<file path="src/rtl/dmem_arbiter.sv">
// Data-memory port arbiter: processor M-stage vs. buffered external requests.
// Optional round-robin NORMAL-state arbitration via `define DMEM_ARB_RR_EN.
module dmem_arbiter #(
  parameter int unsigned DEPTH    = 4,
  parameter int unsigned MAX_WAIT = 8
) (
  input  logic                           clk,
  input  logic                           rst,
  input  logic                           proc_req_val,
  input  logic                           proc_req_type,
  input  logic [31:0]                    proc_req_addr,
  input  logic [31:0]                    proc_req_wdata,
  output logic [31:0]                    proc_resp_rdata,
  output logic                           proc_stall,
  input  logic                           ext_req_val,
  output logic                           ext_req_rdy,
  input  logic                           ext_req_type,
  input  logic [31:0]                    ext_req_addr,
  input  logic [31:0]                    ext_req_wdata,
  output logic                           ext_resp_val,
  output logic [31:0]                    ext_resp_rdata,
  output logic                           mem_req_val,
  output logic                           mem_req_type,
  output logic [31:0]                    mem_req_addr,
  output logic [31:0]                    mem_req_wdata,
  input  logic [31:0]                    mem_resp_rdata,
  output logic [$clog2(DEPTH+1)-1:0]     ext_q_count
);

  localparam int unsigned PW = $clog2(DEPTH);
  localparam int unsigned CW = $clog2(DEPTH + 1);
  localparam int unsigned SW = $clog2(MAX_WAIT + 1);

  typedef enum logic {NORMAL, STARVED} state_t;

  logic          q_type  [DEPTH];
  logic [31:0]   q_addr  [DEPTH];
  logic [31:0]   q_wdata [DEPTH];
  logic [PW-1:0] wr_ptr, rd_ptr;
  logic [SW-1:0] starve_cnt, starve_next;
  state_t        state;

  logic empty, full, push, pop, ext_grant, starved;
  logic head_type;
  logic [31:0] head_addr, head_wdata;

  assign empty       = (ext_q_count == '0);
  assign full        = (ext_q_count == CW'(DEPTH));
  assign ext_req_rdy = !full;
  assign push        = ext_req_val && ext_req_rdy;
  assign pop         = ext_grant;

  assign head_type  = q_type[rd_ptr];
  assign head_addr  = q_addr[rd_ptr];
  assign head_wdata = q_wdata[rd_ptr];

  assign starved = (state == STARVED) && !empty;

`ifdef DMEM_ARB_RR_EN
  logic last_grant;  // 0 = processor, 1 = external

  assign ext_grant = starved || (!empty && (!proc_req_val || !last_grant));

  always_ff @(posedge clk or negedge rst) begin
    if (!rst) begin
      last_grant <= 1'b0;
    end else if (ext_grant) begin
      last_grant <= 1'b1;
    end else if (proc_req_val) begin
      last_grant <= 1'b0;
    end
  end
`else
  assign ext_grant = starved || (!empty && !proc_req_val);
`endif

  assign proc_stall      = proc_req_val && ext_grant;
  assign proc_resp_rdata = mem_resp_rdata;

  always_comb begin
    mem_req_val   = proc_req_val || ext_grant;
    mem_req_type  = proc_req_type;
    mem_req_addr  = proc_req_addr;
    mem_req_wdata = proc_req_wdata;
    if (ext_grant) begin
      mem_req_type  = head_type;
      mem_req_addr  = head_addr;
      mem_req_wdata = head_wdata;
    end else if (!proc_req_val) begin
      mem_req_type  = 1'b0;
      mem_req_addr  = '0;
      mem_req_wdata = '0;
    end
  end

  always_comb begin
    starve_next = starve_cnt;
    if (empty || ext_grant) begin
      starve_next = '0;
    end else if (starve_cnt != SW'(MAX_WAIT)) begin
      starve_next = starve_cnt + 1'b1;
    end
  end

  // Storage is not reset; validity is tracked solely by the pointers and count.
  always_ff @(posedge clk) begin
    if (push) begin
      q_type[wr_ptr]  <= ext_req_type;
      q_addr[wr_ptr]  <= ext_req_addr;
      q_wdata[wr_ptr] <= ext_req_wdata;
    end
  end

  always_ff @(posedge clk or negedge rst) begin
    if (!rst) begin
      wr_ptr         <= '0;
      rd_ptr         <= '0;
      ext_q_count    <= '0;
      starve_cnt     <= '0;
      state          <= NORMAL;
      ext_resp_val   <= 1'b0;
      ext_resp_rdata <= '0;
    end else begin
      if (push) wr_ptr <= wr_ptr + 1'b1;
      if (pop)  rd_ptr <= rd_ptr + 1'b1;
      case ({push, pop})
        2'b10:   ext_q_count <= ext_q_count + 1'b1;
        2'b01:   ext_q_count <= ext_q_count - 1'b1;
        default: ext_q_count <= ext_q_count;
      endcase
      starve_cnt <= starve_next;
      state      <= (starve_next == SW'(MAX_WAIT)) ? STARVED : NORMAL;
      ext_resp_val <= ext_grant;
      if (ext_grant) begin
        ext_resp_rdata <= head_type ? '0 : mem_resp_rdata;
      end
    end
  end

endmodule

</file>
<file path="config.mk">
export PLATFORM = sky130hd
export DESIGN_NAME = dmem_arbiter
export DESIGN_NICKNAME = d
export VERILOG_FILES = /design/src/rtl/dmem_arbiter.sv
export SDC_FILE = /design/constraint.sdc
export NUM_CORES = 1
export LEC_CHECK = 0
export BUFFER_PORTS_ARGS = -buffer_cell sky130_fd_sc_hd__buf_4
export CAP_MARGIN = 20
export CORE_MARGIN = 1
export CORE_UTILIZATION = 54
export CTS_CLUSTER_SIZE = 30
export DETAILED_ROUTE_END_ITERATION = 10
export GPL_TIMING_DRIVEN = 0
export MAX_ROUTING_LAYER = met4
export PLACE_DENSITY = 0.82
export SYNTH_ARGS = -nofsm -noshare
export SYNTH_HDL_FRONTEND = slang
export SYNTH_SLANG_ARGS = --single-unit
</file>
<file path="constraint.sdc">
create_clock -name clk -period 2.9 [get_ports clk]
set_input_delay 0.58 -clock clk [delete_from_list [all_inputs] [get_ports clk]]
set_output_delay 0.58 -clock clk [all_outputs]
set_load 0.005 [all_outputs]
</file>
Word level (Yosys, flattened, before mapping)
Memory sizes are Yosys's and may differ from the RTL's.
Cells that the tools add are included.
{"block": "word_totals", "register_bits": 45, "ram_bits": 260, "input_bits": 166, "out_inout_bits": 136, "wordCells": 45, "mem_count": 3}
{"block": "op_classes", "add_sub_neg": 5, "n_eq_ne": 5, "muxes": 13, "n_reduce_logical": 12}
{"name": "q_addr", "depth": 4, "word_bits": 32, "read_ports": 1, "rd_ports_with_merged_regs": 0, "wr": 1, "line": "37", "rtl": "logic [31:0] q_addr [DEPTH];"}
{"name": "q_wdata", "depth": 4, "word_bits": 32, "read_ports": 1, "rd_ports_with_merged_regs": 0, "wr": 1, "line": "38", "rtl": "logic [31:0] q_wdata [DEPTH];"}
{"name": "q_type", "depth": 4, "word_bits": 1, "read_ports": 1, "rd_ports_with_merged_regs": 0, "wr": 1, "line": "36", "rtl": "logic q_type [DEPTH];"}
{"op": "two-way mux 32 bit", "n": 5}
{"op": "two-way mux 4 bit", "n": 2}
{"op": "one-hot mux 3 bit (2 select lines)", "n": 1}
{"op": "two-way mux 1 bit", "n": 5}
{"op": "adder 2 x 1 -> 2 bit, second input constant", "n": 2}
{"op": "adder 4 x 1 -> 4 bit, second input constant", "n": 1}
{"op": "== test 4 bit, second input constant", "n": 1}
{"op": "logical AND 1 bit", "n": 4}
{"op": "inequality test 4 bit, second input constant", "n": 1}
{"op": "adder 3 x 1 -> 3 bit, second input constant", "n": 1}
{"op": "== test 3 bit, second input constant", "n": 1}
{"op": "zero test 1 bit", "n": 3}
{"op": "zero test 3 bit", "n": 1}
{"op": "logical OR 1 bit", "n": 3}
{"op": "subtractor 3 x 1 -> 3 bit, second input constant", "n": 1}
{"op": "== test 2 x 1 -> 1 bit, second input constant", "n": 1}
{"op": "== test 2 bit, second input constant", "n": 1}
{"op": "nonzero test 2 bit", "n": 1}

Longest topological paths before layout
{"block": "depth", "depth_word": 8, "depth_mapped": 11, "ltp_nobuf": 10}

Least setup slack after synthesis
OpenSTA, ideal clock, no wires.
{"block": "synth_timing", "path_type": "reg2reg", "from": "register ext_q_count[0]", "to": "memory q_addr[0][0] (enable)", "setup_ns": 0.430, "arrival_time_ns": 2.258, "required_time_ns": 2.470, "slack_ns": 0.211, "path_stages_with_launch": 4, "path_buffers": 0, "period_less_slack_ns": 2.689, "path_cell_list": "dfrtp_1 inv_1 nand3_1 and3_1"}
{"block": "synth_between", "elab_chain_cells": 5}
{"element": "from (decl)", "line": "27", "rtl": "output logic [$clog2(DEPTH+1)-1:0] ext_q_count"}
{"element": "from (signal assigned)", "line": "127", "rtl": "2'b10: ext_q_count <= ext_q_count + 1'b1;"}
{"element": "from (signal assigned)", "line": "128", "rtl": "2'b01: ext_q_count <= ext_q_count - 1'b1;"}
{"element": "from (signal assigned)", "line": "129", "rtl": "default: ext_q_count <= ext_q_count;"}
{"element": "== test 3 bit", "line": "48", "rtl": "assign full = (ext_q_count == CW'(DEPTH));"}
{"element": "zero test 1 bit", "line": "49", "rtl": "assign ext_req_rdy = !full;"}
{"element": "via ext_req_rdy", "line": "16", "rtl": "output logic ext_req_rdy,"}
{"element": "logical AND 1 bit", "line": "50", "rtl": "assign push = ext_req_val && ext_req_rdy;"}
{"element": "two-way mux 1 bit", "line": "107", "rtl": "if (push) begin"}
{"element": "two-way mux 1 bit (implied by the code)", "line": "109", "rtl": "q_addr[wr_ptr] <= ext_req_addr;"}
{"element": "to (decl)", "line": "37"}
The timed path passes the listed nets, and every way through them passes these cells.

Worst setup path in the final report
{"block": "layout_timing", "from": "register rd_ptr[1]", "to": "output mem_req_addr[2]"}
{"block": "layout_between", "elab_chain_cells": 2}
{"element": "from (decl)", "line": "39", "rtl": "logic [PW-1:0] wr_ptr, rd_ptr;"}
{"element": "from (signal assigned)", "line": "125", "rtl": "if (pop) rd_ptr <= rd_ptr + 1'b1;"}
{"element": "memory read (4 x 32 bit)"}
{"element": "two-way mux 32 bit", "line": "85", "rtl": "if (ext_grant) begin"}
{"element": "to (decl)", "line": "24", "rtl": "output logic [31:0] mem_req_addr,"}
Every way passes these cells.

==> metrics <==
max incr delay on CP around 0.39 ns; DRT Wirelength about 29 mm; largest family of logic cells by synthesized area multiplexers; vias in the first global route 7971; Final Max Slew Viols 0; vias per cell between 5 and 6; Largest delay share family, worst path buffers and inverters; initial core utilization 0.554; first-pass GRT wire length 43.3 mm; Yosys warnings 0; hold_ws 0.0257 ns; Worst R2R Setup Slack ~0.42 ns; status finished clean; Inst Count DP around 1400; xor/xnor cell area share of the yosys netlist 0.00488; type of element capturing the critical path primary output; leakage power between 6 and 7 nW; Main synth FF type edfxtp_1; post-synthesis adder-cell area fraction 0.00856; GPL Wtd Cong about 0.84; Final HPWL DP approximately 20 mm; Final Hold Vio Count 0; Vias between 7000 and 8000; number of synthesized flops with an enable pin 260; worst path cell trace buf_2 > buf_2 > mux4_2 > nand2_1 > nand2_1 > buf_4; Sum Neg Setup Slack 0 ns; Synth Instances between 700 and 800; fin nets around 1300; CP Launch Type register; Worst Path Arrival 2.21 ns; Critical Path Fanout Max 10; routed length per instance between 15 and 20 µm; drt first-iter violations ~530; row cnt 55; Reg clk slew, reported paths about 0.06 ns; max_cap viols 0; mux share of post-synthesis cell area 0.119; initial antenna violation count 1; sequential area share after synthesis 0.710; CTS buffer count 30; area leader, netlist edfxtp_1; Crit-path slowest cell dfrtp_1; Slew @ Worst Pin 0.603 ns; dominant cells by area after synthesis edfxtp_1 62%, mux4_2 12%, dfrtp_1 9.0%, nand2_1 5.9%, nand3_1 2.7%; DRC viols 0; synth unique cells 31; Worst Skew 0.0257 ns; fin crit period 2.79 ns; Tcrit/Tclk final 0.962; fmax between 300 and 400 MHz; largest net degree at the start of global routing 46; synthesized area per cell between 15 and 20 µm²; clock tree buffer depth 3; clk root buf clkbuf_16; #FFs+latches synth around 310; synthesized area roughly 13000 µm²; CTS tree done; post-synth top area share 0.621; H-tree lvl count 1; die area ~24000 µm²; maximum VDD drop 676 µV; Synth Area in Compound Gates 0.0141; worst slack at placement -0.0387 ns; GRT Total Usage 0.249; fraction of registers with async set or reset after synthesis 0.148; final worst setup slack roughly 0.11 ns; Setup crit start rd_ptr[1]$_DFFE_PN0N_; Post-DRT Antenna Nets 0; Cell Pwr Density roughly 930 nW/µm²; Post-Syn Nets between 900 and 1000; clock sink count ~300; worst rel slew slack 0.598; core area 22700 µm²; Die H approximately 150 µm; Final Non-Filler Cells between 1000 and 1500; # setup viols final 0; Power, Total 15.1 mW; Simple-Gate Fraction of Synth Area 0.0943; DR pass1 iterations 5; Crit Reg-Reg Startpoint ext_q_count[1]$_DFFE_PN0P_; P&R area growth vs syn 29.6%; Critical Path RT between 2 and 2.5 ns; total grt overflow 0; Crit Path Class register to primary output; Chip Width between 150 and 200 µm; worst hold path class primary input to asynchronous set/reset pin; share of cells above drive strength 1 0.425; number of port buffers about 300; # IOs 302; later-pin clock latency in the skew report ~0.56 ns; WP buf/inv 3
## sequential cells by signal, summed over array words and instances (netlist names)
signal / cells
ext_resp_rdata: 32
ext_q_count: 3
wr_ptr: 2
rd_ptr: 2
starve_cnt: 4
state: 1
q_wdata: 128
q_addr: 128
q_type: 4
ext_resp_val: 1
## worst paths after layout
path                                                  end  cells past startpoint
hold reg to reg            ext_resp_rdata[31]$_DFFE_PN0N_                      2
setup / recovery                          mem_req_addr[2]                      6
min in group clk                   q_addr[0][5]$_DFFE_PP_                      1
setup reg to reg               ext_q_count[2]$_DFFE_PN0P_                     11
hold / removal             ext_resp_rdata[21]$_DFFE_PN0N_                      1
max in group asynchronous      ext_q_count[2]$_DFFE_PN0P_                      1
## worst reg2reg max path: stages, from the launching register on
cell,delay (ns)
dfrtp_1,0.42
nor3_4,0.07
or2_1,0.23
buf_8,0.16
inv_4,0.15
buf_2,0.30
ha_1,0.24
inv_1,0.06
fa_1,0.37
xor2_1,0.15
nor2_1,0.12
xor2_1,0.15
## cell type report
type / instances / area [µm²]
sequential: 305 / 8940
multi-input combinational: 401 / 3060
clock inverter: 16 / 160
buffer: 78 / 596
clock buffer: 39 / 785
antenna: 1 / 2.50
tap: 285 / 357
inverter: 10 / 40.0
timing repair buffer: 308 / 2360
fill: 1489 / 6410
## cells in the mapped netlist (2+ instances only)
cell and count:
mux2_2 2, nor3_1 3, nor2_1 4, buf_12 5, and3_1 6, buf_2 23, nand3_1 67, o21ai_1 29
o21ai_0 3, edfxtp_1 260, xnor2_1 4, inv_1 9, dfrtp_1 45, ha_1 7, clkbuf_1 9, buf_6 4
xor2_1 3, mux4_2 65, buf_4 37, nand2_1 198
## stage by stage
stage | area [µm²] | util
5_1_grt | 16300 | 0.718
3_5_place_dp | 15300 | 0.673
6_report | 16300 | 0.718
3_3_place_gp | 15200 | 0.669
4_1_cts | 16200 | 0.715
2_1_floorplan | 12600 | -
## per-layer routing
| metal | up-vias | track usage | share of wire |
|---|---|---|---|
| met5 | - | - | 0 |
| met2 | 298 | 0.427 | 0.52 |
| li1 | 3606 | - | - |
| met1 | 3871 | 0.314 | 0.40 |
| met3 | 43 | 0.0406 | 0.063 |
| met4 | 0 | 0.0570 | 0.019 |
## repair_timing
action,CTS,global route
setup buffers,0,3
pin swaps,0,2
gates resized for setup,3,12
hold buffers,0,0
gates cloned,0,0
setup endpoints to repair,22,25
## kinds of logic after synthesis
kind of cell / after synthesis
flops: 305
simple gates: 284
buf+inv: 88
mux: 68
compound gates: 34
fa+ha+maj: 8
xor+xnor: 7
## cell usage in the layout (no fill, tap or decap), types with 2 or more instances in the layout
cell         n
and3_1       2
and3_4       4
buf_12       9
buf_2       17
buf_4      341
buf_6        4
bufinv_16    3
clkbuf_1    17
clkbuf_16   30
clkbuf_4     5
clkinv_1     7
clkinv_2     4
dfrtp_1     43
dfrtp_2      2
edfxtp_1   260
ha_1         7
inv_1        9
mux2_2       2
mux4_2      65
nand2_1    198
nand3_1     67
nor2_1       4
nor3_1       2
o21ai_0      3
o21ai_1     29
xnor2_1      4
xor2_1       3
## where the power goes
group          internal, mW  total [mW]  switching, mW  leakage, nW
clock                  2.17        3.74           1.57        0.456
combinational          2.65        5.19           2.54         3.21
sequential             5.86        6.18          0.326         2.96
No activity file was read; power rests on OpenSTA's default activity.
